[config.mk]
export PLATFORM = sky130hd
export DESIGN_NAME = wb_regfile_scoreboard
export DESIGN_NICKNAME = d
export VERILOG_FILES = /design/src/rtl/wb_regfile_scoreboard.sv
export SDC_FILE = /design/constraint.sdc
export NUM_CORES = 2
export LEC_CHECK = 0
export ABC_AREA = 1
export CELL_PAD_IN_SITES_DETAIL_PLACEMENT = 1
export CELL_PAD_IN_SITES_GLOBAL_PLACEMENT = 2
export CORE_ASPECT_RATIO = 0.5
export CORE_MARGIN = 10
export CORE_UTILIZATION = 25
export CTS_CLUSTER_SIZE = 16
export DETAILED_ROUTE_END_ITERATION = 10
export PLACE_DENSITY_LB_ADDON = 0.08
export REMOVE_ABC_BUFFERS = 1
export SYNTH_ARGS = -nofsm -noshare
export SYNTH_HDL_FRONTEND = slang
export SYNTH_SLANG_ARGS = --single-unit
[constraint.sdc]
create_clock -name clk -period 2.2 [get_ports clk]
set_clock_uncertainty 0.05 [all_clocks]
set_input_delay 0.44 -clock clk [delete_from_list [all_inputs] [get_ports clk]]
set_output_delay 0.44 -clock clk [all_outputs]
set_load 0.1 [all_outputs]
[src/rtl/wb_regfile_scoreboard.sv]
// Write-back stage: result select, 32-entry register file with write-through
// read ports, and a per-register pending-writer scoreboard for decode.
module wb_regfile_scoreboard #(
  parameter int WIDTH = 32
) (
  input  logic             clk,
  input  logic             rst_n,
  input  logic [WIDTH-1:0] ALUResultW,
  input  logic [WIDTH-1:0] ReadDataW,
  input  logic [WIDTH-1:0] PCPlus4W,
  input  logic [4:0]       RdW,
  input  logic             RegWriteW,
  input  logic             ResultSrcW,
  input  logic             WD3SrcW,
  input  logic [4:0]       A1,
  input  logic [4:0]       A2,
  output logic [WIDTH-1:0] RD1,
  output logic [WIDTH-1:0] RD2,
  input  logic             IssueD,
  input  logic [4:0]       RdD,
  output logic             Busy1,
  output logic             Busy2,
  output logic             ScbErr,
  output logic [WIDTH-1:0] a0,
  output logic [31:0]      RetireCount
);

  logic [WIDTH-1:0] regs_q [32];
  logic [WIDTH-1:0] regs_d [32];
  logic [1:0]       pend_q [32];
  logic [1:0]       pend_d [32];
  logic             err_q, err_d;
  logic [WIDTH-1:0] a0_q, a0_d;
  logic [31:0]      cnt_q, cnt_d;

  logic [WIDTH-1:0] result_w;
  logic             commit;
  logic             issue;
  logic             ret1, ret2;

  assign result_w = WD3SrcW ? PCPlus4W : (ResultSrcW ? ReadDataW : ALUResultW);
  assign commit   = RegWriteW && (RdW != 5'd0);
  assign issue    = IssueD && (RdD != 5'd0);

  always_comb begin
    regs_d = regs_q;
    pend_d = pend_q;
    err_d  = err_q;
    a0_d   = a0_q;
    cnt_d  = cnt_q;
    if (commit) begin
      regs_d[RdW] = result_w;
      cnt_d       = cnt_q + 32'd1;
      if (RdW == 5'd10) a0_d = result_w;
    end
    // Issue and retire to the same register in one cycle cancel out.
    for (int r = 1; r < 32; r++) begin
      if (issue && (RdD == 5'(r)) && !(commit && (RdW == 5'(r)))) begin
        if (pend_q[r] == 2'd3) err_d = 1'b1;
        else                   pend_d[r] = pend_q[r] + 2'd1;
      end else if (commit && (RdW == 5'(r)) && !(issue && (RdD == 5'(r)))) begin
        if (pend_q[r] != 2'd0) pend_d[r] = pend_q[r] - 2'd1;
      end
    end
    regs_d[0] = '0;
    pend_d[0] = 2'd0;
  end

  always_ff @(posedge clk) begin
    if (!rst_n) begin
      for (int r = 0; r < 32; r++) begin
        regs_q[r] <= '0;
        pend_q[r] <= 2'd0;
      end
      err_q <= 1'b0;
      a0_q  <= '0;
      cnt_q <= 32'd0;
    end else begin
      regs_q <= regs_d;
      pend_q <= pend_d;
      err_q  <= err_d;
      a0_q   <= a0_d;
      cnt_q  <= cnt_d;
    end
  end

  assign ret1 = commit && (RdW == A1);
  assign ret2 = commit && (RdW == A2);

  assign RD1 = (A1 == 5'd0) ? '0 : (ret1 ? result_w : regs_q[A1]);
  assign RD2 = (A2 == 5'd0) ? '0 : (ret2 ? result_w : regs_q[A2]);

  // A retiring write counts as already gone; a zero count cannot go below zero.
  assign Busy1 = (A1 != 5'd0) && (ret1 ? (pend_q[A1] > 2'd1) : (pend_q[A1] != 2'd0));
  assign Busy2 = (A2 != 5'd0) && (ret2 ? (pend_q[A2] > 2'd1) : (pend_q[A2] != 2'd0));

  assign ScbErr      = err_q;
  assign a0          = a0_q;
  assign RetireCount = cnt_q;

endmodule

* Word level (Yosys, flattened, before mapping)
Index checks and enable logic that the tools add are counted.
** Storage, ports and cells
- Bits of input ports :: 122
- Output and inout port bits :: 131
- Register bits :: 1153
** Operators by class
- Bitwise operators :: 3
- Reduce and logical (&&, ||, !) cells :: 326
- Order comparisons :: 6
- Add/sub/neg operators :: 63
- Eq/ne operators :: 126
- Multiplexer cells :: 209
** Operators by type and width (number)
- 1024-bit bitwise mux :: 1
- 32-bit two-way mux :: 11
- 32-bit binary-select mux with 5-bit select :: 2
- 2-bit two-way mux :: 128
- 2-bit nonzero test :: 95
- 32-bit demux with 5-bit select :: 1
- 5-bit == test, second input constant :: 32
- 1-bit logical AND :: 131
- 3-bit AND reduction :: 31
- 5-bit by 4-bit == test with 1-bit output, second input constant :: 16
- 1-bit two-way mux :: 64
- 2-bit by 1-bit adder with 2-bit output, second input constant :: 31
- 2-bit == test, second input constant :: 31
- 1-bit logical NOT :: 62
- 2-bit inequality test, second input constant :: 31
- 2-bit by 1-bit subtractor with 2-bit output, second input constant :: 31
- 5-bit by 3-bit == test with 1-bit output, second input constant :: 8
- 32-bit by 1-bit adder with 32-bit output, second input constant :: 1
- 2-bit binary-select mux with 5-bit select :: 2
- 5-bit by 2-bit == test with 1-bit output, second input constant :: 4
- 5-bit nonzero test :: 4
- 6-bit >= comparator, second input constant :: 3
- 5-bit inverter with 6-bit output :: 3
- 5-bit by 1-bit == test with 1-bit output, second input constant :: 2
- other kinds (5) :: 8

* Depth between registers and ports, before layout
- Depth in word-level cells :: 66
- Depth in mapped cells :: 17
- Mapped depth without buffers :: 14

* Worst setup path after synthesis
No wires, ideal clock.
- Path type :: in2out
- Start point :: input A2[0]
- End point :: output RD2[27]
- Data required time :: 1.710 ns
- Path slack :: -0.517 ns
- Arrival time :: 2.227 ns
- Stages :: 10
- Path through :: buf_2 buf_2 buf_4 clkbuf_1 a21oi_1 a21oi_1 nand2_1 nand3_1 nand3_1 nand2_1
** Between the ends
- Cells in the longest elaborated chain, start to end :: 6
- Elaborated cells on any way between the ends :: 9
** Ends and longest elaborated chain
- start: declaration :: line 16 : input logic [4:0] A2,
- 5-bit inverter with 6-bit output (implied by the code) :: line 91 : assign RD2 = (A2 == 5'd0) ? '0 : (ret2 ? result_w : regs_q[A2]);
- 32-bit binary-select mux with 5-bit select :: line 91
- 32-bit two-way mux (implied by the code) (2 in a row) :: line 91
- 32-bit two-way mux :: line 91
- 32-bit two-way mux (*) :: line 91
- end: declaration :: line 18 : output logic [WIDTH-1:0] RD2,
Mark *: on every way between the ends. The rest lies on a longest branch, timed or not. The select of a mux whose other input is x is not followed.

* Worst setup path after layout
- Start point :: input A2[0]
- End point :: output RD2[8]
Same word-level chain as after synthesis.

==> flow_metrics.tcl <==
set metrics [dict create \
    irDropWorstVdd_uv 527 \
    p_leak_nw 37.9 \
    die_height_um 377 \
    fin_nets 11000 \
    hold_violations 0 \
    hold_slack_ps 410 \
    drive_gt1_share_pct 29.4 \
    startpoint_type "input pin" \
    powerDensity_nw_per_um2 640 \
    critical_path.endpoint "RD2[8]" \
    worst_pin_slew_ps 877 \
    synth_area_per_cell_um2 6.15 \
    crit_arrival_ps 2200 \
    dieArea_um2 276000 \
    synth_top_area_cell "dfxtp_1" \
    routabilityCongestion 0.840 \
    failed_checks "setup timing" \
    route.detailed.drc 0 \
    clock_sinks 1119 \
    synth_top_cell_area_share_pct 35.2 \
    clkTransAtPathRegs_ps 60 \
    ys_ff_latch 1119 \
    maxClockFrequency_ghz 0.371 \
    yosysMostFrequentCell "nand2_1" \
    cts_tree "built" \
    cts_root_buf "clkbuf_16" \
    die_w_um 734 \
    grt_pass1_wl_um 545000 \
    grt_pass1_vias 73300 \
    ys.flop_type "dfxtp_1" \
    io_buffer_count 252 \
    h-tree-depth 4 \
    antenna_found_initial 14 \
    end_kind "primary output" \
    overflow 0 \
    slew_viol_final 0 \
    r2r_setup_slack_ps 310 \
    wl_per_cell_um 27.2 \
    reg2regPathDepth 9 \
    setup_violations 66 \
    setup_ws_ps -494 \
    drt_wl_total_um 390000 \
    dr.pass1.iters 5 \
    insertion_delay_ps 830 \
    num_io_pins 253 \
    vias 74500 \
    ys_top_cells_by_count "2882 x nand2_1, 1437 x nand3_1, 1202 x a21oi_1" \
    netlist_area_um2 63600 \
    clk_path_buf_depth 4 \
    async_reset_ff_share_pct 0 \
    min_period_ps 2690 \
    fin_setup_tns_ps -25240 \
    instances_no_fill 14300 \
    grt.total_usage_pct 26.5 \
    synth.area.top_cells "dfxtp_1 35%, nand2_1 17%, nand3_1 11%, a21oi_1 9.5%, o21ai_0 7.8%" \
    dp.cells 13900 \
    numCtsBuffers 140 \
    ys_warn_count 0 \
    fillCellCount 30700 \
    rsz0062_at_grt "true" \
    vias_per_cell 5.20 \
    final_antenna_net_count 0 \
    crit_path_max_fanout 24 \
    regToRegStartpoint "RetireCount[1]" \
    grt_max_degree 121 \
    coreArea_um2 252000 \
    yosysUniqueCellTypes 39 \
    synthToLayoutAreaGrowth_pct 43.3 \
    drt_iter0_markers 5775 \
    reg2reg_to "RetireCount[24]" \
    slew-limit-headroom_pct 41.5 \
    syn_inst 10300 \
    drv_cap 0 \
    hold_class "input pin to register" \
    finalCritPeriodShare_pct 122 \
    synth_edf_count 0 \
    required_ps 1710 \
    path_class "input pin to primary output" \
    hpwl_um 250000 \
    initial_utilization_pct 25.2 \
    status "finished with violations" \
    cp-startpoint "A2[0]" \
    yosysSeqAreaShare_pct 35.2 \
    fp-row-count 130 \
]
flip-flops by register name, indices dropped and copies added, names as in the netlist:
register / cells
ScbErr: 1
regs_q: 992
RetireCount: 32
pend_q: 62
a0: 32
cell usage in the layout, fill, tap and decap left out, types with 108 or more instances in the layout:
cell type | netlist | layout
dfxtp_1 | 1119 | 494
inv_2 | 14 | 151
a21oi_1 | 1202 | 1173
nand3_2 | 2 | 493
nand2_2 | 2 | 212
o21ai_1 | 172 | 244
o21ai_0 | 996 | 855
inv_1 | 941 | 786
buf_4 | 22 | 651
dfxtp_2 | 0 | 576
o211ai_1 | 108 | 108
nand3_1 | 1437 | 879
clkbuf_16 | 0 | 165
nor2_1 | 376 | 310
nand2_1 | 2882 | 2626
buf_12 | 0 | 342
critical path, cell delays in order:
cell and delay (ps):
buf_16 140, buf_16 160, buf_12 140, buf_12 180, buf_4 160, nand2_1 60, nand3_1 80, nand3_1 130
nand3_1 120, nand2_1 60, nand2_1 50, nand2_1 70, nand2_2 140, buf_12 200
through the flow:
step,util (%),setup slack (ps),area [um^2],total power [W]
after floorplan,-,-5990,59600,0.0254
after global placement,30.5,-945,76900,0.0314
after detailed placement,30.5,-998,76900,0.0314
after CTS,34.7,-527,87400,0.0582
after global routing,36.2,-549,91200,0.0603
final,36.2,-494,91200,0.0584
worst min path at each step:
stage | from | end | cells after the start
after floorplan | regs_q[481] | regs_q[481] | 2
after global placement | regs_q[509] | regs_q[509] | 2
after detailed placement | regs_q[511] | regs_q[511] | 2
after CTS | PCPlus4W[31] | regs_q[703] | 5
after global routing | PCPlus4W[31] | a0[31] | 5
final | PCPlus4W[31] | regs_q[703] | 5
what timing repair did:
| action | CTS | global route |
|---|---|---|
| endpoints found under the hold margin | 5 | 0 |
| pin swaps | 332 | 534 |
| setup buffers | 93 | 61 |
| gates cloned | 38 | 24 |
| endpoints found under the setup margin | 81 | 78 |
| resized for setup | 1234 | 1027 |
| hold buffers | 1 | 0 |
logic make-up (layout without fill, tap and decap cells):
group | after synthesis | after routing | share of synthesized area (%)
compound gates | 2545 | 2545 | 20.7
flops | 1119 | 1119 | 35.2
other cells | 0 | 4 | 0
fa+ha+maj | 32 | 32 | 0.629
simple gates | 4773 | 4773 | 31.3
buf+inv | 1868 | 2476 | 12.0
xor+xnor | 12 | 12 | 0.165
metal layers:
metal  global-route usage (%)  wire [um]  vias up
li1                         -          -    34900
met1                     38.6     193000    37500
met2                     42.2     169000     1634
met3                     2.73      17400      432
met4                     5.51      10100        2
met5                        0         12        -
where the power goes:
group | leakage [nW] | switching [W] | internal [W]
sequential | 9.36 | 0.000166 | 0.0204
combinational | 26.2 | 0.00784 | 0.00429
clock | 2.33 | 0.0107 | 0.0149
total | 37.9 | 0.0187 | 0.0396
area by class of cell:
type | instances | area [um^2] | share of cell area, %
Sequential cell | 1119 | 23300 | 25.6
Tap cell | 3366 | 4210 | 4.62
Multi-Input combinational cell | 7362 | 38700 | 42.4
Antenna cell | 4 | 10.0 | 0.0110
Inverter | 957 | 3770 | 4.13
Clock buffer | 187 | 4000 | 4.39
Timing Repair Buffer | 1275 | 16400 | 18.0
Timing Repair inverter | 3 | 66.3 | 0.0727
Clock inverter | 54 | 761 | 0.834
No activity file was read; power rests on OpenSTA's default activity.
